===== config.mk =====
export PLATFORM = sky130hd
export DESIGN_NAME = pos_sweep_eval
export DESIGN_NICKNAME = d
export VERILOG_FILES = /design/src/rtl/pos_eval_pkg.sv /design/src/rtl/pos_tt_mem.sv /design/src/rtl/pos_sweep_eval.sv
export SDC_FILE = /design/constraint.sdc
export NUM_CORES = 1
export LEC_CHECK = 0
export ABC_AREA = 0
export CORE_ASPECT_RATIO = 0.5
export CORE_UTILIZATION = 58
export DETAILED_ROUTE_END_ITERATION = 8
export GPL_TIMING_DRIVEN = 1
export HOLD_SLACK_MARGIN = 0.03
export PLACE_DENSITY = 0.84
export SYNTH_ARGS = -nofsm -noshare
export SYNTH_HDL_FRONTEND = slang
export SYNTH_SLANG_ARGS = --single-unit

===== constraint.sdc =====
create_clock -name clk -period 3.1 [get_ports clk]
set_input_delay 0.31 -clock clk [delete_from_list [all_inputs] [get_ports clk]]
set_output_delay 0.31 -clock clk [all_outputs]
set_load 0.02 [all_outputs]

===== src/rtl/pos_eval_pkg.sv =====
// pos_eval_pkg: shared default width, sweep FSM encoding and table-depth helper
package pos_eval_pkg;
  localparam int N_VARS_DEF = 4;
  typedef enum logic [1:0] {IDLE = 2'd0, SWEEP = 2'd1, DONE = 2'd2} state_t;
  function automatic int depth(input int n);
    return 1 << n;
  endfunction
endpackage


===== src/rtl/pos_tt_mem.sv =====
// pos_tt_mem: 2**N_VARS x 1 truth-table register file, resets to all ones
// ports: clk, reset (sync, high); we/waddr/wdata write port;
//        eval_idx->eval_row and sweep_idx->sweep_row combinational reads
module pos_tt_mem
  import pos_eval_pkg::*;
#(
  parameter int N_VARS = N_VARS_DEF
) (
  input  logic              clk,
  input  logic              reset,
  input  logic              we,
  input  logic [N_VARS-1:0] waddr,
  input  logic              wdata,
  input  logic [N_VARS-1:0] eval_idx,
  output logic              eval_row,
  input  logic [N_VARS-1:0] sweep_idx,
  output logic              sweep_row
);
  logic [depth(N_VARS)-1:0] rows;
  always_ff @(posedge clk)
    if (reset) rows <= '1;
    else if (we) rows[waddr] <= wdata;
  assign eval_row  = rows[eval_idx];
  assign sweep_row = rows[sweep_idx];
endmodule


===== src/rtl/pos_sweep_eval.sv =====
// pos_sweep_eval: programmable product-of-sums evaluator with full-table sweep
// ports: clk, reset (sync, high); load_en/load_idx/load_maxterm table write;
//        eval_in -> s (registered); start_sweep -> busy, sweep_valid,
//        sweep_idx, sweep_s, done pulse, zero_count (rows with S=0)
module pos_sweep_eval
  import pos_eval_pkg::*;
#(
  parameter int N_VARS = N_VARS_DEF
) (
  input  logic              clk,
  input  logic              reset,
  input  logic              load_en,
  input  logic [N_VARS-1:0] load_idx,
  input  logic              load_maxterm,
  input  logic [N_VARS-1:0] eval_in,
  output logic              s,
  input  logic              start_sweep,
  output logic              busy,
  output logic              sweep_valid,
  output logic [N_VARS-1:0] sweep_idx,
  output logic              sweep_s,
  output logic              done,
  output logic [N_VARS:0]   zero_count
);
  localparam logic [N_VARS:0] LAST = (N_VARS+1)'(depth(N_VARS) - 1);
  state_t state, state_nxt;
  logic [N_VARS:0] cnt, acc;
  logic row_e, row_c, idle_ok;
  // registered outputs trail the state by a cycle, so the done pulse cycle is
  // also kept closed to writes and new sweeps
  assign idle_ok = state == IDLE && !done;
  pos_tt_mem #(.N_VARS(N_VARS)) u_mem (
    .clk       (clk),
    .reset     (reset),
    .we        (load_en && idle_ok),
    .waddr     (load_idx),
    .wdata     (~load_maxterm),
    .eval_idx  (eval_in),
    .eval_row  (row_e),
    .sweep_idx (cnt[N_VARS-1:0]),
    .sweep_row (row_c)
  );
  always_comb
    state_nxt = state == IDLE  ? (start_sweep && idle_ok ? SWEEP : IDLE) :
                state == SWEEP ? (cnt == LAST ? DONE : SWEEP) : IDLE;
  always_ff @(posedge clk)
    if (reset) begin
      state       <= IDLE;
      cnt         <= '0;
      acc         <= '0;
      s           <= 1'b1;
      busy        <= 1'b0;
      sweep_valid <= 1'b0;
      sweep_idx   <= '0;
      sweep_s     <= 1'b0;
      done        <= 1'b0;
      zero_count  <= '0;
    end else begin
      state       <= state_nxt;
      s           <= row_e;
      sweep_valid <= state == SWEEP;
      done        <= state == DONE;
      if (state == IDLE && state_nxt == SWEEP) begin
        cnt  <= '0;
        acc  <= '0;
        busy <= 1'b1;
      end
      if (state == SWEEP) begin
        sweep_idx <= cnt[N_VARS-1:0];
        sweep_s   <= row_c;
        acc       <= acc + {{N_VARS{1'b0}}, ~row_c};
        cnt       <= cnt + 1'b1;
      end
      if (state == DONE) begin
        busy       <= 1'b0;
        zero_count <= acc;
      end
    end
endmodule


# Yosys cells after proc, flatten, opt, wreduce, memory -nomap -nowiden
# Cells that the tools add are included.
# totals
register_bits	42
word_cells	46
input_bits	13
# op_classes
bitwise	2
n_eq_ne	4
addsub	2
mux	14
n_lt_le_gt_ge	4
reduce_logical	9
# ops
cell	count
$bwmux 16	1
$lt 4x5->1 const B	3
$mux 5	3
$bmux 1 s4	2
$mux 2	3
$add 5x1->5	1
$add 5x1->5 const B	1
$eq 5x4->1 const B	1
$logic_and 1x1->1	5
$demux 1 s4	1
$eq 2x1->1 const B	2
$ge 4x1->1 const B	1
$mux 1	4
$eq 2x2->1 const B	1
$logic_not 2->1	1
$not 1->1	2
$reduce_bool 2->1	1
$reduce_or 2->1	1
$logic_not 1->1	1

# Longest topological paths before layout
# depth
ltp_word	9
ltp_mapped	10
mapped_depth_nobuf	9

# Hierarchy
# From an unflattened synthesis, not the netlist that was laid out.
# hier_totals
cells_unflattened	189
area_unflattened_um2	1956.9
# by_module_without_submodules
module	cells_each	area_per_inst_um2	n_inst
pos_sweep_eval	110	1078.5	1
pos_tt_mem	79	878.3	1

# Worst setup path after synthesis
# No wires, ideal clock.
# synth_path
path_type	register to register
from	register cnt[1]
to	register acc[4]
arrival_time_ns	2.009
slack_ns	1.006
synth_period_minus_slack_ns	2.094
required_ns	3.014
stages_incl_launch_ff	11
setup_time_ns	0.086
n_path_buf	1
cell_sequence	dfxtp_1 > buf_2 > mux4_2 > mux2i_1 > o32a_1 > ha_1 > ha_1 > nand3_1 > nor2_1 > nor2_1 > a211oi_1
# synth_between
elab_chain_cells	7
elab_cells_between_ends	12
# synth_lines
element	line	rtl
start: declaration	pos_sweep_eval.sv:27	logic [N_VARS:0] cnt, acc;
start signal: assignment	pos_sweep_eval.sv:72	cnt <= cnt + 1'b1;
parallel branches: the longest is 7 deep, another holds $add 5x1->5	-	
end signal: assignment	pos_sweep_eval.sv:71	acc <= acc + {{N_VARS{1'b0}}, ~row_c};
end: declaration	pos_sweep_eval.sv:27	
# Parallel ways; which one is timed is not known. The select of a mux whose other input is x is not followed.
# A chain may end at the register's enable or synchronous reset.

# Final worst setup path
# Same ends and word-level chain as after synthesis.

==> reports/results.tsv <==
stage	metric	value	unit
clock_network	tritoncts	built	
setup_path	required	3.31	ns
floorplan	start_util	63.2	%
placed_design	place_area	2220	µm²
floorplan	dieArea	3630	µm²
route	dr.first_iter.drc_count	140	
clock_network	ctsRootBufferMaster	clkbuf_8	
clock_network	ctsLongestPathBuffers	2	
power	ir_drop	0.220	mV
synth	netlist.area_leader.share	42.9	%
sta	max_slew.worst_pin.slew	0.948	ns
sta	finalWorstSetupSlack	0.683	ns
synth	yosys_warnings	0	
clock_network	clock-sinks	42	
floorplan	die_w	84.2	µm
power	power_density	428	nW/µm²
final_layout	diodes	0	
sta	fin_crit_sh	78.0	%
setup_path	critical_path.max_fanout	9	
clock_network	cts_resized	0	
sta	setup_tns	0	ns
synth	synth_fa_ha_area_share	2.55	%
power	internal-power	0.000747	W
synth	ys_top_cells_by_area	dfxtp_1 43%, a21oi_1 5.9%, mux4_1 5.4%	
route	drcViolationCount	2	
grt	grt_overflow	0	
synth	synth_top_family_by_area	simple AND/OR/NAND/NOR gates	
power	p_switching	0.000239	W
power	p_leak	0.770	nW
sta	hold_viol_final	0	
synth	synth_simple_gate_area_share	20.9	%
synth	synth_enable_flop_cells	0	
clock_network	ctsHoldBuffers	0	
placed_design	gp_routability_congestion	0.918	
synth	synthesis.area	1960	µm²
clock_network	clk_pin_slew	0.07	ns
sta	final-setup-viol-count	0	
synth	synth-xor-area-share	0	%
final_layout	synthToLayoutAreaGrowth	17.4	%
synth	yosys.area.top_type	dfxtp_1	
setup_path	end_kind	flip-flop	
final_layout	nets	248	
synth	synthesis.instances	210	
route	routed_wl	4230	µm
route	avgViaCountPerCell	6.08	
synth	synth_compound_area_share	18.8	%
grt	grt_pass1_vias	1548	
clock_network	numCtsBuffers	5	
setup_path	critical_path_class	flip-flop to flip-flop	
floorplan	placeableCoreArea	3100	µm²
worst_hold_path	hold_class	flip-flop to flip-flop	
setup_path	cp.arrival	2.63	ns
sta	fin_crit	2.42	ns
final_layout	design_area	2300	µm²
sta	fmax	414	MHz
synth	ys_seq_area_share	42.9	%
power	power.clock.fraction	33.2	%
run_status	outcome	finished, violations left	
power	swShare	24.2	%
power	comb_power_share	10.0	%
grt	grt_max_degree	27	
clock_network	clk_latency	0.29	ns
grt	antenna_found_initial	0	
synth	synth-async-reset-ratio	0	%
sta	finClkSkew	0.00231	ns
sta	slew_violations	0	
route	wl_per_cell	15.6	µm
floorplan	io_pins	27	
clock_network	cts_setup_buffers	0	
run_status	violations	design-rule violations	
grt	track_usage	25.2	%
setup_path	startpoint_type	flip-flop	
power	seqPwrFrac	56.7	%
floorplan	die_h	43.1	µm
clock_network	htreeDepth	2	
synth	syn_nets	227	
synth	synth_mux_area_share	11.6	%
synth	ys_ff_latch	42	
synth	avgSynthCellArea	9.33	µm²
synth	synth_ff_type	dfxtp_1	
grt	grt_first_pass_wirelength	6960	µm
synth	synth_cell_types	34	
route	firstDrtPassIters	6	
sta	rsz0062_at_grt	false	
placed_design	io_buffers	26	
job	cap_violations	0	
sta	slew_headroom	36.7	%
route	ant_nets	0	
final_layout	drive_gt1_share	6.49	%
placed_design	pre_cts_ws	0.690	ns
placed_design	hpwl	2970	µm
route	via_count	1649	
floorplan	num_rows	14	
power groups by stage:
| stage | clock, W | sequential, W | combinational, W |
|---|---|---|---|
| after floorplan | 0 | 0.000569 | 0.0000603 |
| after global placement | 0 | 0.000571 | 0.0000945 |
| after detailed placement | 0 | 0.000571 | 0.0000975 |
| after CTS | 0.000330 | 0.000559 | 0.0000982 |
| after global routing | 0.000346 | 0.000560 | 0.000107 |
| final | 0.000328 | 0.000559 | 0.0000989 |
worst max-delay path, stage by stage, from the launching register on:
cell and delay (ns):
dfxtp_1 0.56, mux4_2 0.57, mux2i_1 0.15, o32a_1 0.22, ha_1 0.19, ha_1 0.20, nand3_1 0.11, nor2_1 0.10
nor2_1 0.05, a211oi_1 0.19
cells in the mapped netlist (2+ instances only):
cell	n
a211oi_1	3
a21oi_1	23
a22oi_1	3
and3_1	6
buf_2	3
clkbuf_1	9
dfxtp_1	42
ha_1	4
inv_1	3
mux2_2	2
mux4_1	4
mux4_2	4
nand2_1	19
nand2b_1	4
nand3_1	5
nand3b_1	4
nor2_1	19
nor2b_1	7
nor3_1	3
nor3b_1	3
o21ai_0	18
o311ai_0	9
o31ai_1	2
kinds of logic (layout without fill, tap and decap cells):
group                    after synthesis  in the layout
AND/OR/NAND/NOR                       76             76
multiplexers                          11             11
adder cells (fa/ha/maj)                4              4
AO/OA/AOI/OAI                         61             61
buffers and inverters                 16             37
flip-flops                            42             42
through the flow:
| step | std cells | power, W | hold WS [ns] | util (%) |
|---|---|---|---|---|
| CTS | 271 | 0.000988 | 0.458 | 74.2 |
| finish | 271 | 0.000986 | 0.453 | 74.2 |
| detailed placement | 264 | 0.000669 | 0.448 | 71.8 |
| floorplan | 210 | 0.000630 | 0.437 | - |
| global placement | 264 | 0.000665 | 0.441 | 71.8 |
| global route | 271 | 0.00101 | 0.477 | 74.2 |
final timing paths:
| check | startpoint | end | slack (ns) | cells past startpoint |
|---|---|---|---|---|
| max | cnt[1] | acc[4] | 0.68 | 9 |
| min | zero_count[4] | zero_count[4] | 0.45 | 2 |
| max reg2reg | cnt[1] | acc[4] | 0.68 | 9 |
| min reg2reg | zero_count[4] | zero_count[4] | 0.45 | 2 |
metal layers:
layer | track usage, % | routed length, µm | share of wire, %
met1 | 30.9 | 2000 | 47
met2 | 42.6 | 1990 | 47
met3 | 6.42 | 152 | 3.6
met4 | 11.7 | 85 | 2.0
met5 | 0 | 0 | 0
cell type report:
cell class / count / area (µm²)
multi-input combinational: 152 / 1050
inverter: 3 / 11.3
tap: 40 / 50.0
sequential: 42 / 841
timing repair buffer: 27 / 268
clock buffer: 7 / 76.3
fill: 240 / 800
registers in the layout, summed over array words and instances, names as in the netlist:
name / count
sweep_s: 1
s: 1
sweep_idx: 4
sweep_valid: 1
zero_count: 5
state: 2
u_mem.rows: 16
acc: 5
cnt: 5
busy: 1
done: 1
layout by cell type, fill, tap and decap left out, drive strengths merged, types with 4 or more instances in the layout:
| cell | netlist | final |
|---|---|---|
| nor2 | 19 | 19 |
| clkbuf | 9 | 7 |
| nor2b | 7 | 7 |
| nand3 | 5 | 5 |
| o21ai | 18 | 18 |
| nor3 | 4 | 4 |
| nand2b | 4 | 4 |
| and3 | 6 | 6 |
| nand3b | 4 | 4 |
| o311ai | 9 | 9 |
| a21oi | 23 | 23 |
| mux4 | 8 | 8 |
| ha | 4 | 4 |
| nand2 | 19 | 19 |
| dfxtp | 42 | 42 |
| clkdlybuf4s50 | 0 | 26 |
Note: power is estimated with default switching activity, not from simulation.
